==> config.mk <==
export PLATFORM = sky130hd
export DESIGN_NAME = unsharp_mask
export DESIGN_NICKNAME = d
export VERILOG_FILES = /design/src/rtl/unsharp_pkg.sv /design/src/rtl/unsharp_mask_line_buffer.sv /design/src/rtl/unsharp_mask.sv
export SDC_FILE = /design/constraint.sdc
export NUM_CORES = 2
export LEC_CHECK = 0
export BUFFER_PORTS_ARGS = -buffer_cell sky130_fd_sc_hd__buf_2
export CAP_MARGIN = 10
export CORE_UTILIZATION = 45
export CTS_CLUSTER_DIAMETER = 80
export DETAILED_ROUTE_END_ITERATION = 10
export GPL_ROUTABILITY_DRIVEN = 0
export GPL_TIMING_DRIVEN = 0
export PLACE_DENSITY_LB_ADDON = 0.25
export SETUP_SLACK_MARGIN = 0.15
export SYNTH_ARGS = -nofsm -noshare
export SYNTH_HDL_FRONTEND = slang
export SYNTH_HIERARCHICAL = 1
export SYNTH_MEMORY_MAX_BITS = 65536
export SYNTH_SLANG_ARGS = --single-unit
==> constraint.sdc <==
create_clock -name clk -period 25 [get_ports clk]
set_input_delay 0 -clock clk [delete_from_list [all_inputs] [get_ports clk]]
set_output_delay 0 -clock clk [all_outputs]
set_load 0.02 [all_outputs]
==> src/rtl/unsharp_pkg.sv <==
// Shared constants and helpers for the unsharp-mask sharpener.
package unsharp_pkg;

  localparam int unsigned ROUND = 8;
  localparam int unsigned SHIFT = 4;

  localparam int unsigned KERNEL [3][3] = '{'{1, 2, 1},
                                            '{2, 4, 2},
                                            '{1, 2, 1}};

  function automatic int clamp(input int y, input int maxv);
    if (y < 0)
      return 0;
    else if (y > maxv)
      return maxv;
    return y;
  endfunction

endpackage

==> src/rtl/unsharp_mask_line_buffer.sv <==
// One-line delay: the word read at addr_i is the one written DEPTH writes ago.
module line_buffer #(
  parameter int unsigned DEPTH = 256,
  parameter int unsigned WIDTH = 8
) (
  input  logic                     clk,
  input  logic                     we_i,
  input  logic [$clog2(DEPTH)-1:0] addr_i,
  input  logic [WIDTH-1:0]         din_i,
  output logic [WIDTH-1:0]         dout_o
);

  logic [WIDTH-1:0] mem_q [DEPTH];

  always_ff @(posedge clk) begin
    if (we_i) mem_q[addr_i] <= din_i;
  end

  assign dout_o = mem_q[addr_i];

endmodule

==> src/rtl/unsharp_mask.sv <==
// Streaming 3x3 unsharp mask: out = sat(center + gain*(center - blur3x3)).
module unsharp_mask
  import unsharp_pkg::*;
#(
  parameter int unsigned IMG_WIDTH  = 256,
  parameter int unsigned IMG_HEIGHT = 256,
  parameter int unsigned PIXEL_W    = 8,
  parameter int unsigned GAIN_W     = 8
) (
  input  logic               clk,
  input  logic               rst,
  input  logic [PIXEL_W-1:0] pixel_in,
  input  logic               valid_in,
  input  logic [GAIN_W-1:0]  gain,
  output logic [PIXEL_W-1:0] pixel_out,
  output logic               valid_out
);

  localparam int unsigned CW    = $clog2(IMG_WIDTH);
  localparam int unsigned RW    = $clog2(IMG_HEIGHT);
  localparam int unsigned SUM_W = PIXEL_W + 4;
  localparam int unsigned P_W   = PIXEL_W + GAIN_W + 1;
  localparam int unsigned Y_W   = PIXEL_W + GAIN_W + 2;
  localparam int          PMAX  = (1 << PIXEL_W) - 1;

  logic [CW-1:0] col_q, col_d, cc_q, cc_d;
  logic [RW-1:0] row_q, row_d, cr_q, cr_d;
  logic          primed_q, primed_d;
  logic          win_valid_q, win_valid_d;
  logic          win_border_q, win_border_d;
  logic [PIXEL_W-1:0] win_q [3][3];
  logic [PIXEL_W-1:0] lb0_dout, lb1_dout;

  logic               s1_valid_q, s1_border_q;
  logic [SUM_W-1:0]   s1_sum_q, s1_sum_d;
  logic [PIXEL_W-1:0] s1_center_q;

  logic                  s2_valid_q;
  logic signed [Y_W-1:0] s2_y_q, s2_y_d;

  logic [PIXEL_W-1:0] pixel_out_q, pixel_out_d;
  logic               valid_out_q;

  line_buffer #(.DEPTH(IMG_WIDTH), .WIDTH(PIXEL_W)) u_lb0 (
    .clk    (clk),
    .we_i   (valid_in & rst),
    .addr_i (col_q),
    .din_i  (pixel_in),
    .dout_o (lb0_dout)
  );

  line_buffer #(.DEPTH(IMG_WIDTH), .WIDTH(PIXEL_W)) u_lb1 (
    .clk    (clk),
    .we_i   (valid_in & rst),
    .addr_i (col_q),
    .din_i  (lb0_dout),
    .dout_o (lb1_dout)
  );

  // cc/cr track the window centre, which lags the input by W+1 pixels;
  // their reset value is (W+1) steps before (0,0) so no subtraction is needed.
  always_comb begin
    col_d        = col_q;
    row_d        = row_q;
    cc_d         = cc_q;
    cr_d         = cr_q;
    win_valid_d  = valid_in && (primed_q || (row_q != '0 && col_q != '0));
    primed_d     = primed_q | win_valid_d;
    win_border_d = win_border_q;
    if (valid_in) begin
      if (col_q == CW'(IMG_WIDTH - 1)) begin
        col_d = '0;
        row_d = (row_q == RW'(IMG_HEIGHT - 1)) ? '0 : row_q + 1'b1;
      end else begin
        col_d = col_q + 1'b1;
      end
      if (cc_q == CW'(IMG_WIDTH - 1)) begin
        cc_d = '0;
        cr_d = (cr_q == RW'(IMG_HEIGHT - 1)) ? '0 : cr_q + 1'b1;
      end else begin
        cc_d = cc_q + 1'b1;
      end
      win_border_d = (cr_q == '0) || (cr_q == RW'(IMG_HEIGHT - 1)) ||
                     (cc_q == '0) || (cc_q == CW'(IMG_WIDTH - 1));
    end
  end

  always_ff @(posedge clk) begin
    if (!rst) begin
      col_q        <= '0;
      row_q        <= '0;
      cc_q         <= CW'(IMG_WIDTH - 1);
      cr_q         <= RW'(IMG_HEIGHT - 2);
      primed_q     <= 1'b0;
      win_valid_q  <= 1'b0;
      win_border_q <= 1'b0;
    end else begin
      col_q        <= col_d;
      row_q        <= row_d;
      cc_q         <= cc_d;
      cr_q         <= cr_d;
      primed_q     <= primed_d;
      win_valid_q  <= win_valid_d;
      win_border_q <= win_border_d;
    end
  end

  always_ff @(posedge clk) begin
    if (!rst) begin
      for (int unsigned r = 0; r < 3; r++)
        for (int unsigned c = 0; c < 3; c++)
          win_q[r][c] <= '0;
    end else if (valid_in) begin
      for (int unsigned r = 0; r < 3; r++) begin
        win_q[r][0] <= win_q[r][1];
        win_q[r][1] <= win_q[r][2];
      end
      win_q[0][2] <= lb1_dout;
      win_q[1][2] <= lb0_dout;
      win_q[2][2] <= pixel_in;
    end
  end

  always_comb begin
    int unsigned acc;
    acc = 0;
    for (int unsigned r = 0; r < 3; r++)
      for (int unsigned c = 0; c < 3; c++)
        acc = acc + KERNEL[r][c] * 32'(win_q[r][c]);
    s1_sum_d = SUM_W'(acc);
  end

  always_comb begin
    logic [PIXEL_W-1:0]        blur;
    logic signed [PIXEL_W:0]   d;
    logic signed [P_W-1:0]     p;
    logic signed [PIXEL_W:0]   ctr;
    ctr    = $signed({1'b0, s1_center_q});
    blur   = PIXEL_W'((32'(s1_sum_q) + ROUND) >> SHIFT);
    d      = ctr - $signed({1'b0, blur});
    p      = P_W'(d) * P_W'($signed({1'b0, gain}));
    s2_y_d = s1_border_q ? Y_W'(ctr) : Y_W'(p) + Y_W'(ctr);
  end

  assign pixel_out_d = PIXEL_W'(clamp(int'(s2_y_q), PMAX));

  always_ff @(posedge clk) begin
    if (!rst) begin
      s1_valid_q  <= 1'b0;
      s1_border_q <= 1'b0;
      s1_sum_q    <= '0;
      s1_center_q <= '0;
      s2_valid_q  <= 1'b0;
      s2_y_q      <= '0;
      pixel_out_q <= '0;
      valid_out_q <= 1'b0;
    end else begin
      s1_valid_q  <= win_valid_q;
      s1_border_q <= win_border_q;
      s1_sum_q    <= s1_sum_d;
      s1_center_q <= win_q[1][1];
      s2_valid_q  <= s1_valid_q;
      s2_y_q      <= s2_y_d;
      valid_out_q <= s2_valid_q;
      if (s2_valid_q) pixel_out_q <= pixel_out_d;
    end
  end

  assign pixel_out = pixel_out_q;
  assign valid_out = valid_out_q;

endmodule

==> implementation parameters <==
Parameter                              Value

Placement
  Total half-perimeter wirelength after legalization and detailed placement    309000 um
  DP Worst Slack    around 18000 ps
  Number of buffers added on ports    24

GRT
  First-pass GRT wire length    643000 um
  Global route total overflow    0
  Global routing met1 resource utilization    33.1%
  Met2 usage in global routing    37.5%
  Global routing usage on met3    under 10%
  Maximum number of pins on one net before global-route repair    150
  Most used routing layer in global routing    met2
  GRT Util Overall    24.1%
  Number of global-route vias before repair    ~87000
  Number of antenna violations at the first check in global routing    27

Worst setup path
  Category of the worst setup path capture point    register
  Endpoint required time on the critical path    between 20000 and 30000 ps
  Critical path type    reg -> reg
  Most frequent CP cell    fa_1
  Critical Path Fanout Max    9
  Setup crit start kind    register
  Arrival time at the worst endpoint    between 8000 and 9000 ps
  Dominant delay contributor by cell family on the critical path    adder cells
  CP max stage delay    roughly 740 ps
  Slowest stage cell on the critical path    fa_1
  Buffering stage count on the worst path with inverters included    6

Synthesis
  Cell with the most instances after synthesis    edfxtp_1
  Primary FF master, synth    edfxtp_1
  FFs w/ async S/R, synth    0%
  Average footprint of a synthesized cell    20.5 um^2
  Most frequent cells after synthesis    edfxtp_1, mux4_2, a22oi_1, nor2_1, clkbuf_1
  Number of different library cells in the post-synthesis netlist    68
  Cell taking the most area after synthesis    edfxtp_1
  Cell types with the largest area share after synthesis    edfxtp_1, mux4_2, a22oi_1
  Post-synthesis cell count    8182
  Seq cells post-synth    approximately 4300
  Synthesized netlist net count    ~8400
  Count of warnings emitted by yosys    6
  Number of flops mapped to enable cells by yosys    between 4000 and 5000
  Share of the synthesized area in the top cell type    74.6%
  Post-synthesis instance area    around 170000 um^2
  Sequential cell area fraction in the yosys report    75.5%

Floorplanning
  Die ar.    between 300000 and 400000 um^2
  Die Ht    slightly above 600 um
  Ports    28
  Overall die width    613 um
  Initial core utilization    about 45%
  Number of placement rows    223
  Core Region    approximately 370000 um^2

STA
  Hold Violations, Final    0
  RSZ-0062 raised after global routing    false
  Final worst setup slack    ~18000 ps
  Maximum frequency from static timing analysis    ~0.14 GHz
  Part of the cycle the worst path needs    between 20 and 30%
  Worst slew pin tran    1400 ps
  Minimum period implied by the final worst setup slack    about 7300 ps
  Final Max Tran Viols    0
  Post-Route Setup TNS    0 ps
  Number of failing setup endpoints in the final timing report    0
  Max-slew headroom at the worst pin    between 6 and 7%
  Max Clock Skew    just under 90 ps

CTS
  Number of buffers created by CTS    approximately 420
  # Post-CTS Setup Buffers    0
  H-tree levels    5
  CTS clk-pin slew, worst paths    60 ps
  Clock tree from TritonCTS    built
  Root buf cell    clkbuf_16
  Number of sinks driven by the clock tree    around 4300
  Clock latency on the worst-skew pair    1000 ps
  Buffer depth of the longest clock path    4

Drt
  Drt pass-1 iters    8
  Number of antenna-violating nets in the routed design    0
  Post-DR wirelength/cell    32.3 um
  Initial detailed-routing violation count    roughly 12000
  DRC viols    0
  Final Routed Wirelength    between 400000 and 500000 um
  Vias    87384
  Per-cell via count in the routed design    between 6 and 7

Outcome
  Outcome    finished, final reports clean

Finish
  NumNets Final    around 9000
  Share of layout cells above drive strength 1    approximately 22%
  Count of filler cells inserted in the layout    approximately 29000
  Area Overhead vs Synth    13.7%
  Core utilization of the finished layout    51.6%

Min path
  Class of the tightest hold or removal check    in -> reg

Pwr
  Total leakage power    approximately 59 nW
  Worst VDD drop    between 0.0004 and 0.0005 V
  Pwr dens    ~100 nW/um^2

Flow run
  Number of maximum-capacitance violations    0
[repair_timing]
action,in CTS,in global routing
resized for setup,0,0
hold endpoints to repair,1316,0
hold buffers,14,0
[sequential cells by signal (all words and copies together), names as in the netlist]
register and flops:
pixel_out 8, s1_sum_q 9, row_q 8, cc_q 8
win_valid_q 1, s1_border_q 1, win_q 72, s1_center_q 8
u_lb1/mem_q 2048, s2_y_q 18, valid_out 1, primed_q 1
cr_q 8, win_border_q 1, col_q 8, s1_valid_q 1
u_lb0/mem_q 2048, s2_valid_q 1
[where the power goes]
part / switching [mW] / internal (mW) / leakage (nW) / total (mW)
clock: 2.65 / 3.59 / 6.59 / 6.24
sequential: 0.0200 / 7.95 / 38.3 / 7.97
combinational: 3.01 / 2.10 / 14.3 / 5.11
[kinds of logic after synthesis]
logic type	after synthesis	synth area share, %
multiplexers	1036	13.8
AO/OA/AOI/OAI	959	3.89
AND/OR/NAND/NOR	1023	2.81
adder cells (fa/ha/maj)	185	1.87
buffers and inverters	672	1.77
XOR/XNOR	57	0.309
flip-flops	4250	75.5
[cell type report]
cell class	instances	area [um^2]	area share, %
buffer	499	2360	1.24
timing repair buffer	229	3130	1.64
clock inverter	244	2330	1.22
clock buffer	525	11200	5.86
sequential	4250	127000	66.5
tap	4950	6190	3.25
multi-input combinational	3260	38100	20.0
antenna	17	42.5	0.0223
inverter	173	649	0.340
[worst paths after layout]
path	depth (start not counted)	slack [ps]	end	from
max	27	17670	s2_y_q[14]	s1_sum_q[3]
min	2	50	u_lb0/mem_q[121][6]	pixel_in[6]
max reg2reg	27	17670	s2_y_q[14]	s1_sum_q[3]
min reg2reg	1	430	s1_valid_q	win_valid_q
[routing by layer]
metal / vias to the layer above / routed length, um
li1: 35099 / -
met2: 4760 / 213000
met5: - / 91
met3: 784 / 51700
met1: 46735 / 177000
met4: 6 / 15800
[cells in the final DEF (no fill, tap or decap), drive strengths merged, types with 4 or more instances in the layout]
cell type       n
mux4         1024
clkinv        179
o41ai          65
a21o            5
a211oi          5
nand2b         17
bufinv         42
fa            110
a21oi         293
buf           376
clkbuf        864
xnor2          30
o211ai          4
xor2           27
dlygate4sd3    13
o21a            8
o21ai          38
nor3           72
ha             75
or2             5
a22oi         513
nor2b          46
nand3          45
clkinvlp       13
and3           83
diode          17
nand4          27
edfxtp       4168
or3             9
inv           183
and2           66
nor2          509
dfxtp          82
mux2i          12
a21boi          4
nand2         127
[metrics by stage]
stage          hold WS (ps)  std cells  cell area (um^2)  power, mW
2_1_floorplan          98.9       8182            168000       12.1
3_3_place_gp            419      13156            174000       13.3
3_5_place_dp            355      13313            177000       13.2
4_1_cts                33.4      14096            191000       19.5
5_1_grt                70.3      14131            191000       20.3
6_report               53.8      14147            191000       19.3
No activity file was read; power rests on OpenSTA's default activity.
